## config.mk

```make
export PLATFORM = sky130hd
export DESIGN_NAME = synch_event_detect
export DESIGN_NICKNAME = d
export VERILOG_FILES = /design/src/rtl/synch_pkg.sv /design/src/rtl/synch_glitch_filter.sv /design/src/rtl/synch_event_detect.sv
export SDC_FILE = /design/constraint.sdc
export NUM_CORES = 1
export LEC_CHECK = 0
export ABC_CLOCK_PERIOD_IN_PS = 2200
export CORE_UTILIZATION = 59
export DETAILED_ROUTE_END_ITERATION = 6
export DONT_BUFFER_PORTS = 1
export HOLD_SLACK_MARGIN = 0.06
export MAX_ROUTING_LAYER = met4
export PLACE_DENSITY = 0.75
export SYNTH_ARGS = -nofsm -noshare
export SYNTH_HDL_FRONTEND = slang
export SYNTH_HIERARCHICAL = 1
export SYNTH_SLANG_ARGS = --single-unit
```

## constraint.sdc

```tcl
create_clock -name sink_clk -period 2.2 [get_ports sink_clk]
set_input_delay 0.44 -clock sink_clk [delete_from_list [all_inputs] [get_ports sink_clk]]
set_output_delay 0.44 -clock sink_clk [all_outputs]
set_load 0.01 [all_outputs]
```

## src/rtl/synch_pkg.sv

```systemverilog
// Shared types and helpers for the synchronized-input glitch filter and event detector.
package synch_pkg;

  typedef enum logic {
    ST_STABLE = 1'b0,
    ST_QUAL   = 1'b1
  } flt_state_t;

  // Qualification counter width: enough to hold FLT_CNT-1, never narrower than one bit.
  function automatic int qcnt_width(input int flt_cnt);
    return (flt_cnt <= 2) ? 1 : $clog2(flt_cnt);
  endfunction

endpackage

```

## src/rtl/synch_glitch_filter.sv

```systemverilog
// Single-bit glitch filter: accepts a new level after FLT_CNT consecutive differing
// samples and emits a one-cycle rise or fall pulse on acceptance.
module synch_glitch_filter
  import synch_pkg::*;
#(
  parameter int FLT_CNT = 4
) (
  input  logic clk,
  input  logic rst_n,
  input  logic din_i,
  output logic filt_o,
  output logic rise_o,
  output logic fall_o
);

  localparam int             QW   = qcnt_width(FLT_CNT);
  localparam logic [QW-1:0]  QMAX = QW'(FLT_CNT - 1);

  flt_state_t      state_q, state_d;
  logic [QW-1:0]   qcnt_q, qcnt_d;
  logic            filt_q, filt_d;
  logic            rise_q, rise_d;
  logic            fall_q, fall_d;

  always_comb begin
    // NOTE: every signal gets a default before any branch so no path leaves it unassigned (no latch).
    state_d = ST_STABLE;
    qcnt_d  = '0;
    filt_d  = filt_q;
    rise_d  = 1'b0;
    fall_d  = 1'b0;

    // A matching sample falls through to the defaults, discarding any partial qualification.
    if (din_i != filt_q) begin
      if (qcnt_q == QMAX) begin
        filt_d = din_i;
        rise_d = din_i;
        fall_d = ~din_i;
      end else begin
        state_d = ST_QUAL;
        qcnt_d  = (state_q == ST_QUAL) ? qcnt_q + 1'b1 : QW'(1);
      end
    end
  end

  // NOTE: sequential state uses non-blocking assignments so all flops update together at the edge.
  always_ff @(posedge clk or negedge rst_n) begin
    if (!rst_n) begin
      state_q <= ST_STABLE;
      qcnt_q  <= '0;
      filt_q  <= 1'b0;
      rise_q  <= 1'b0;
      fall_q  <= 1'b0;
    end else begin
      state_q <= state_d;
      qcnt_q  <= qcnt_d;
      filt_q  <= filt_d;
      rise_q  <= rise_d;
      fall_q  <= fall_d;
    end
  end

  assign filt_o = filt_q;
  assign rise_o = rise_q;
  assign fall_o = fall_q;

endmodule

```

## src/rtl/synch_event_detect.sv

```systemverilog
// Per-bit glitch filter and edge detector downstream of the sink-domain synchronizer,
// with sticky edge flags and a saturating event counter.
module synch_event_detect
  import synch_pkg::*;
#(
  parameter int DAT_WID = 1,
  parameter int FLT_CNT = 4,
  parameter int EVT_WID = 8
) (
  input  logic               sink_clk,
  input  logic               sink_rst_n,
  input  logic [DAT_WID-1:0] sync_dat,
  input  logic               stky_clr,
  input  logic               evt_clr,
  output logic [DAT_WID-1:0] filt_dat,
  output logic [DAT_WID-1:0] rise_pls,
  output logic [DAT_WID-1:0] fall_pls,
  output logic [DAT_WID-1:0] rise_stky,
  output logic [DAT_WID-1:0] fall_stky,
  output logic [EVT_WID-1:0] evt_cnt
);

  for (genvar g = 0; g < DAT_WID; g++) begin : g_flt
    synch_glitch_filter #(
      .FLT_CNT (FLT_CNT)
    ) u_flt (
      .clk    (sink_clk),
      .rst_n  (sink_rst_n),
      .din_i  (sync_dat[g]),
      .filt_o (filt_dat[g]),
      .rise_o (rise_pls[g]),
      .fall_o (fall_pls[g])
    );
  end

  logic               any_evt;
  logic [DAT_WID-1:0] rise_stky_q, rise_stky_d;
  logic [DAT_WID-1:0] fall_stky_q, fall_stky_d;
  logic [EVT_WID-1:0] evt_cnt_q, evt_cnt_d;

  assign any_evt = |(rise_pls | fall_pls);

  always_comb begin
    // Set beats clear when both land in the same cycle.
    rise_stky_d = (rise_stky_q & ~{DAT_WID{stky_clr}}) | rise_pls;
    fall_stky_d = (fall_stky_q & ~{DAT_WID{stky_clr}}) | fall_pls;

    evt_cnt_d = evt_cnt_q;
    if (evt_clr) begin
      evt_cnt_d = EVT_WID'(any_evt);
    end else if (any_evt && (evt_cnt_q != '1)) begin
      evt_cnt_d = evt_cnt_q + 1'b1;
    end
  end

  always_ff @(posedge sink_clk or negedge sink_rst_n) begin
    if (!sink_rst_n) begin
      rise_stky_q <= '0;
      fall_stky_q <= '0;
      evt_cnt_q   <= '0;
    end else begin
      rise_stky_q <= rise_stky_d;
      fall_stky_q <= fall_stky_d;
      evt_cnt_q   <= evt_cnt_d;
    end
  end

  assign rise_stky = rise_stky_q;
  assign fall_stky = fall_stky_q;
  assign evt_cnt   = evt_cnt_q;

endmodule

```

==> results_dict.tcl, run 1 <==
set metrics [dict create \
    io_pins 18 \
    cts_resized 0 \
    synth_cells 69 \
    synth_compound_area_share_pct 23.2 \
    vias_per_cell 6.16 \
    leakagePower_nw 0.401 \
    antenna_found_initial 0 \
    maxSlewViolCount 0 \
    cts-root-buf "clkbuf_4" \
    drive_gt1_share_pct 16.4 \
    diodes 0 \
    cts_hold_buffers 1 \
    intPower_uw 497 \
    grt_setup_unrepaired "no" \
    maxCapViolCount 0 \
    numCtsBuffers 3 \
    powerDensity_mw_per_mm2 808 \
    fillers 95 \
    final_core_util_pct 67.2 \
    grtUsageTotal_pct 22.2 \
    fp.dieH_um 39.3 \
    ys_warn_count 6 \
    met1Wirelength_um 639 \
    die_width_um 39.3 \
    wl_per_cell_um 15.4 \
    synth_top_flop_cell "dfrtp_1" \
    fin_nets 82 \
    fin_crit_sh_pct 82.2 \
    hold_class "in -> reg" \
    dp_slack_ps 393 \
    clock-sinks 16 \
    crit_type "reg -> reg" \
    hold_ws_ps 207 \
    mappedNetlistArea_um2 821 \
    core_mm2 0.00130 \
    grt_max_degree 17 \
    clk_latency_ps 290 \
    ir_worst_vdd_uv 533 \
    start_util_pct 63.1 \
    synth_area_per_cell_um2 11.9 \
    cp.arrival_ps 2000 \
    skew_ps 6.55 \
    power_frac_comb_pct 15.2 \
    mappedNetlistNets 77 \
    finalWirelength_um 1360 \
    cts_tree "built" \
    dr_total_vias 542 \
    synth_edf_count 0 \
    grt_pass1_wl_um 2100 \
    clock.fmax_mhz 553 \
    first_iter_violations 14 \
    status "completed" \
    met3_length_um 92 \
    synth_adder_area_share_pct 4.57 \
    clockBufferDepth 2 \
    p_switching_uw 209 \
    syn2layout_area_growth_pct 6.55 \
    ys_seq_area_share_pct 48.8 \
    hold_violations 0 \
    port_buffers 0 \
    end_kind "flop" \
    max_slew_margin_pct 53.7 \
    tightestPinTransition_ps 692 \
    grt_pass1_vias 488 \
    yosys.area_share.xor_xnor_pct 1.07 \
    post-route-drc-count 0 \
    place.gp.congestion 0.774 \
    synthArstFlopShare_pct 100 \
    worstPathRequired_ps 2390 \
    ys_ff_latch 16 \
    switching_share_pct 29.6 \
    final_antenna_net_count 0 \
    final.setup.tns_ps 0 \
    dr_wl_met2_um 593 \
    dp_hpwl_um 985 \
    synthMuxAreaShare_pct 3.96 \
    post_cts_buffers 0 \
    overflow 0 \
    clk_pin_slew_worst_paths_ps 100 \
    synth-simple-area-share_pct 14.8 \
    die_area_mm2 0.00154 \
    rows 13 \
    ys_types 32 \
    first_pass_iters 4 \
    fin_crit_ps 1810 \
    h-tree-depth 1 \
    cp-start-kind "flop" \
    top_layer "met4" \
    cp_max_fo 6 \
    setup_ws_ps 391 \
    p_clk_share_pct 27.9 \
    synth_top_family_by_area "compound AO/OA/AOI/OAI gates" \
    setup_viol 0 \
    p_seq_share_pct 56.9 \
]
## sequential cells by signal (all words and copies together), names as in the netlist
signal,count
evt_cnt,8
fall_stky,1
g_flt.u_flt/fall_o,1
g_flt.u_flt/filt_o,1
g_flt.u_flt/qcnt_q,2
g_flt.u_flt/rise_o,1
g_flt.u_flt/state_q,1
rise_stky,1
## synthesized netlist by cell type (2+ instances only)
cell type,instances,share of area [%]
inv_1,5,2.3
and3_1,2,1.5
a211oi_1,5,4.6
dfrtp_1,16,49
a21o_1,2,1.8
o21ai_0,2,1.2
nand2_1,5,2.3
nor2_1,5,2.3
ha_1,3,4.6
and3b_2,2,2.4
## cells in the final DEF, fill, tap and decap left out
cell	instances
o21a_1	1
mux2i_1	1
mux2_2	1
a21oi_1	1
and4_1	1
o211a_1	1
o41ai_1	1
and3_1	2
a211oi_2	1
nor2b_1	1
o21ai_0	2
ha_1	3
inv_1	5
dfrtp_1	16
nand2_1	5
or4b_1	1
a2111oi_4	1
mux2_1	1
nand2b_1	1
nor2_1	5
o311ai_0	1
xnor2_1	1
a21o_1	2
and3b_2	2
nand3_1	1
o2111ai_2	1
a31oi_1	1
o2111ai_4	1
dlygate4sd3_1	1
a211oi_1	5
nor3_1	1
nor3_2	1
clkbuf_4	3
clkbuf_8	1
## metal layers
layer  GRT usage (%)  vias to the layer above
met3            9.66                        4
li1                -                      261
met2            30.8                       17
met5               -                        -
met1            27.8                      260
met4            10.3                        0
## cell families (layout without fill, tap and decap cells)
group | after synthesis | in the layout
mux | 3 | 3
compound gates | 19 | 19
flops | 16 | 16
buf+inv | 6 | 10
simple gates | 21 | 21
fa+ha+maj | 3 | 3
xor+xnor | 1 | 1
## power by group through the flow
stage / combinational [mW] / clock, mW / sequential [mW]
6_report: 0.108 / 0.197 / 0.402
3_3_place_gp: 0.102 / 0 / 0.406
3_5_place_dp: 0.102 / 0 / 0.409
5_1_grt: 0.125 / 0.213 / 0.412
4_1_cts: 0.110 / 0.196 / 0.402
2_1_floorplan: 0.0900 / 0 / 0.398
## area by class of cell
class / instances / area, um2 / area share, %
Sequential cell: 16 / 400 / 45.8
Multi-Input combinational cell: 47 / 390 / 44.6
Clock buffer: 4 / 36.3 / 4.15
Inverter: 5 / 18.8 / 2.15
Tap cell: 15 / 18.8 / 2.15
Timing Repair Buffer: 1 / 10.0 / 1.14
## worst max-delay path: stages, from the launching register on
cell and delay [ps]:
dfrtp_1 520, ha_1 360, o2111ai_2 190, or4b_1 500
o211a_1 140
## per-stage QoR
stage | power, mW | instance area (um2) | cells
after detailed placement | 0.511 | 828 | 83
after global placement | 0.508 | 828 | 83
after global routing | 0.750 | 875 | 88
final | 0.706 | 875 | 88
after CTS | 0.707 | 875 | 88
after floorplan | 0.488 | 821 | 69
## path summary, 6_finish.rpt
check                                        from                       end  slack (ps)  cells past startpoint
max                                    evt_cnt[0]                evt_cnt[6]         390                      4
min                                       evt_clr                evt_cnt[4]         210                      1
max reg2reg                            evt_cnt[0]                evt_cnt[6]         390                      4
min reg2reg                g_flt[0].u_flt/state_q  g_flt[0].u_flt/qcnt_q[0]         470                      1
max in group asynchronous              sink_rst_n  g_flt[0].u_flt/qcnt_q[0]        1130                      1
min in group asynchronous              sink_rst_n                 fall_stky         630                      1
(Power assumes the default switching activity.)
==> run 2: changes to the inputs <==
--- a/config.mk
+++ b/config.mk
@@ -5,13 +5,13 @@
 export SDC_FILE = /design/constraint.sdc
 export NUM_CORES = 1
 export LEC_CHECK = 0
-export ABC_CLOCK_PERIOD_IN_PS = 2200
-export CORE_UTILIZATION = 59
+export ABC_CLOCK_PERIOD_IN_PS = 1500
+export CORE_UTILIZATION = 53
 export DETAILED_ROUTE_END_ITERATION = 6
 export DONT_BUFFER_PORTS = 1
 export HOLD_SLACK_MARGIN = 0.06
 export MAX_ROUTING_LAYER = met4
-export PLACE_DENSITY = 0.75
+export PLACE_DENSITY = 0.71
 export SYNTH_ARGS = -nofsm -noshare
 export SYNTH_HDL_FRONTEND = slang
 export SYNTH_HIERARCHICAL = 1
==> constraint.sdc (replaced) <==
create_clock -name sink_clk -period 1.5 [get_ports sink_clk]
set_input_delay 0.3 -clock sink_clk [delete_from_list [all_inputs] [get_ports sink_clk]]
set_output_delay 0.3 -clock sink_clk [all_outputs]
set_load 0.01 [all_outputs]
==> results_dict.tcl, run 2 (synthesized netlist as in run 1, its figures left out) <==
set metrics [dict create \
    worstPathCellList "ha_4, a2111oi_4, mux2_1" \
    first_iter_violations 7 \
    clock.fmax_mhz 674 \
    ir_worst_vdd_uv 801 \
    cts_tree "built" \
    drive_gt1_share_pct 33.3 \
    port_buffers 0 \
    antenna_found_initial 0 \
    syn2layout_area_growth_pct 24.4 \
    grt_pass1_vias 600 \
    dr_total_vias 634 \
    fin_crit_ps 1480 \
    critical_path.top_delay_family "flip-flops" \
    clock-sinks 16 \
    place.gp.congestion 0.702 \
    power.total_mw 1.01 \
    h-tree-depth 1 \
    placed_area_um2 962 \
    final_common_cell "buf_4" \
    clk_latency_ps 280 \
    post-route-drc-count 0 \
    finalNonFillerCells 105 \
    grt_setup_unrepaired "yes" \
    hold_violations 0 \
    fin_crit_sh_pct 98.9 \
    cts-root-buf "clkbuf_4" \
    die_width_um 41.4 \
    grt_max_degree 17 \
    dp.cells 99 \
    hold_ws_ps 81.8 \
    cpPeakStageDelay_ps 470 \
    met1Wirelength_um 719 \
    top_layer "met4" \
    numCtsBuffers 3 \
    cp-start-kind "flop" \
    powerDensity_mw_per_mm2 993 \
    leakagePower_nw 0.477 \
    dr_wl_met2_um 747 \
    first_pass_iters 3 \
    clk_pin_slew_worst_paths_ps 90 \
    overflow 0 \
    vias_per_cell 6.04 \
    maxCapViolCount 0 \
    clockBufferDepth 2 \
    cp_num_buf_inv 0 \
    crit_type "reg -> reg" \
    grt_pass1_wl_um 2410 \
    cp.arrival_ps 1660 \
    rows 13 \
    hold_class "in -> reg" \
    io_pins 18 \
    diodes 0 \
    cp_max_fo 5 \
    status "completed" \
    crit_slowest_cell "dfrtp_2" \
    core_mm2 0.00137 \
    final_cell_mix "16 x buf_4, 14 x dfrtp_1" \
    end_kind "flop" \
    final_antenna_net_count 0 \
    max_slew_margin_pct 52.4 \
    met3_length_um 66 \
    largest_reg_flops 8 \
    skew_ps 8.65 \
    start_util_pct 60.1 \
    die_area_mm2 0.00171 \
    tightestPinTransition_ps 712 \
    grtUsageTotal_pct 23.5 \
    finalWirelength_um 1550 \
    setup_viol 0 \
    fp.dieH_um 41.4 \
    worstPathRequired_ps 1670 \
    maxSlewViolCount 0 \
    fin_nets 99 \
    design_area_mm2 0.00102 \
    dp_hpwl_um 1190 \
    wl_per_cell_um 14.7 \
]
[run 2: changes by cell type in the layout (fill, tap and decap cells not counted)]
cell,change
dfrtp_1,-2
o2111ai_2,-1
clkbuf_8,-1
ha_4,+1
o2111ai_4,+1
ha_1,-1
dlygate4sd3_1,+1
dfrtp_2,+2
buf_4,+16
clkbuf_1,+1
[run 2: worst paths after layout]
path	start	endpoint	slack (ps)	cells past startpoint
setup / recovery	evt_cnt[1]	evt_cnt[5]	20	3
hold / removal	evt_clr	evt_cnt[3]	80	1
setup reg to reg	evt_cnt[1]	evt_cnt[5]	20	3
hold reg to reg	g_flt[0].u_flt/state_q	g_flt[0].u_flt/qcnt_q[0]	470	1
max in group asynchronous	sink_rst_n	evt_cnt[1]	510	1
min in group asynchronous	sink_rst_n	evt_cnt[0]	500	1
[run 2: cell type report]
type | instances | area [um2]
clock buffer | 4 | 26.3
fill | 99 | 345
inverter | 5 | 18.8
multi-input combinational | 47 | 414
sequential | 16 | 403
tap | 15 | 18.8
timing repair buffer | 18 | 140
[run 2: worst register-to-register path, stage by stage, from the launching register on]
cell,delay (ps)
dfrtp_2,470
ha_4,210
a2111oi_4,350
mux2_1,350
[run 2: layer usage]
metal / up-vias / GRT usage (%)
li1: 300 / -
met1: 317 / 27.8
met2: 15 / 37.5
met3: 2 / 5.32
met4: 0 / 12.1
met5: - / -
[run 2: repair_timing]
action,in CTS,in global routing
endpoints found under the setup margin,1,1
pin swaps,0,0
hold buffers,1,1
buffers inserted,0,0
gates cloned,0,0
hold endpoints to repair,16,1
resized for setup,1,1
[run 2: power breakdown]
| part | switching [mW] | internal [mW] | total, mW |
|---|---|---|---|
| combinational | 0.0959 | 0.105 | 0.201 |
| sequential | 0.0801 | 0.502 | 0.582 |
| clock | 0.127 | 0.103 | 0.231 |
[run 2: per-stage QoR]
step / utilization [%] / setup slack, ps / setup TNS, ps
finish: 74.7 / 17.2 / 0
detailed placement: 70.4 / -13.2 / -13.2
CTS: 73.2 / 16.2 / 0
floorplan: - / -20.4 / -20.4
global route: 74.7 / -21.6 / -26.4
global placement: 70.4 / 33.4 / 0
==> run 3: changes to the inputs <==
--- a/config.mk
+++ b/config.mk
@@ -11,7 +11,7 @@
 export DONT_BUFFER_PORTS = 1
 export HOLD_SLACK_MARGIN = 0.06
 export MAX_ROUTING_LAYER = met4
-export PLACE_DENSITY = 0.71
+export PLACE_DENSITY_LB_ADDON = 0.15
 export SYNTH_ARGS = -nofsm -noshare
 export SYNTH_HDL_FRONTEND = slang
 export SYNTH_HIERARCHICAL = 1
==> results_dict.tcl, run 3 (synthesized netlist as in run 1, its figures left out) <==
set metrics [dict create \
    dr_total_vias 655 \
    fin_crit_sh_pct 97.9 \
    dp.cells 99 \
    place.gp.congestion 0.679 \
    grtUsageTotal_pct 25.9 \
    finalWirelength_um 1810 \
    final.setup.tns_ps 0 \
    status "completed" \
    crit_slowest_cell "dfrtp_2" \
    worstPathCellList "ha_4, a2111oi_4, mux2_1" \
    diodes 0 \
    end_kind "flop" \
    post-route-drc-count 0 \
    grt_pass1_wl_um 2590 \
    crit_type "reg -> reg" \
    power.total_mw 1.09 \
    clk_latency_ps 290 \
    hold_violations 0 \
    die_area_mm2 0.00171 \
    worstPathRequired_ps 1680 \
    max_slew_margin_pct 50.9 \
    cp.arrival_ps 1650 \
    overflow 0 \
    dp_hpwl_um 1270 \
    skew_ps 5.54 \
    intPower_uw 757 \
    clock-sinks 16 \
    cp-start-kind "flop" \
    tightestPinTransition_ps 734 \
    final_common_cell "buf_4" \
    grt_max_degree 17 \
    first_iter_violations 6 \
    switching_share_pct 30.4 \
    grt_pass1_vias 616 \
    placed_area_um2 962 \
    maxSlewViolCount 0 \
    hold_class "in -> reg" \
    power_frac_comb_pct 19.6 \
    clock.fmax_mhz 681 \
    p_seq_share_pct 54.0 \
    start_util_pct 60.1 \
    clockBufferDepth 2 \
    fin_nets 99 \
    final_antenna_net_count 0 \
    cts-root-buf "clkbuf_4" \
    final_cell_mix "16 x buf_4, 14 x dfrtp_1" \
    first_pass_iters 4 \
    io_pins 18 \
    rows 13 \
    p_switching_uw 331 \
    hold_ws_ps 84.5 \
    port_buffers 0 \
    design_area_mm2 0.00103 \
    vias_per_cell 6.24 \
    fin_crit_ps 1470 \
    clk_pin_slew_worst_paths_ps 100 \
    p_clk_share_pct 26.4 \
    syn2layout_area_growth_pct 25.6 \
    core_mm2 0.00137 \
    drive_gt1_share_pct 34.4 \
    ir_worst_vdd_uv 972 \
    wl_per_cell_um 17.2 \
    leakagePower_nw 0.483 \
    cp_max_fo 5 \
    post_cts_buffers 0 \
    antenna_found_initial 0 \
    h-tree-depth 1 \
    powerDensity_mw_per_mm2 1060 \
    fp.dieH_um 41.4 \
    grt_setup_unrepaired "yes" \
    largest_reg_flops 8 \
    die_width_um 41.4 \
    maxCapViolCount 0 \
    setup_viol 0 \
    finalNonFillerCells 105 \
    numCtsBuffers 3 \
    cts_tree "built" \
    cpPeakStageDelay_ps 460 \
]
run 3: layer usage:
layer | up-vias | routed length, um | global-route usage [%]
li1 | 303 | - | -
met1 | 327 | 760 | 26.3
met2 | 21 | 952 | 46.9
met3 | 4 | 76 | 5.85
met4 | 0 | 22 | 12.1
met5 | - | 0 | -
run 3: critical path, delay by kind of cell (launching register included):
kind                       cells  cell delay, ps
AOI/OAI and AO/OA              1             350
adders and majority gates      1             200
DFF                            1             460
muxes                          1             350
run 3: path summary, 6_finish.rpt:
path | startpoint | end | slack (ps) | cells past startpoint
worst min register to register | g_flt[0].u_flt/state_q | g_flt[0].u_flt/qcnt_q[0] | 470 | 1
min in group asynchronous | sink_rst_n | evt_cnt[5] | 510 | 1
worst max register to register | evt_cnt[1] | evt_cnt[5] | 30 | 3
worst min-delay path | evt_clr | evt_cnt[4] | 80 | 1
worst max-delay path | evt_cnt[1] | evt_cnt[5] | 30 | 3
max in group asynchronous | sink_rst_n | evt_cnt[0] | 490 | 1
run 3: final cells by class:
cell class / count / area, um2
repair buffers: 18 / 140
clock buffers: 4 / 36.3
inverters: 5 / 18.8
fillers: 96 / 335
well taps: 15 / 18.8
flip-flops and latches: 16 / 403
multi-input cells: 47 / 414
run 3: what timing repair did:
| item | CTS | global route |
|---|---|---|
| hold endpoints to repair | 17 | 0 |
| cloned | 0 | 0 |
| endpoints found under the setup margin | 1 | 1 |
| gates resized for setup | 1 | 1 |
| hold buffers | 2 | 0 |
run 3: metrics by stage:
stage / setup slack, ps / utilization [%]
6_report: 31.2 / 75.5
5_1_grt: -13.1 / 75.5
4_1_cts: 23.6 / 74.6
3_5_place_dp: -5.65 / 70.4
3_3_place_gp: 32.7 / 70.4
2_1_floorplan: -20.4 / -
run 3: power by group through the flow:
stage / registers [mW] / logic, mW / clock network (mW)
CTS: 0.585 / 0.214 / 0.293
global route: 0.598 / 0.241 / 0.304
detailed placement: 0.595 / 0.199 / 0
finish: 0.588 / 0.213 / 0.287
floorplan: 0.589 / 0.133 / 0
global placement: 0.589 / 0.186 / 0
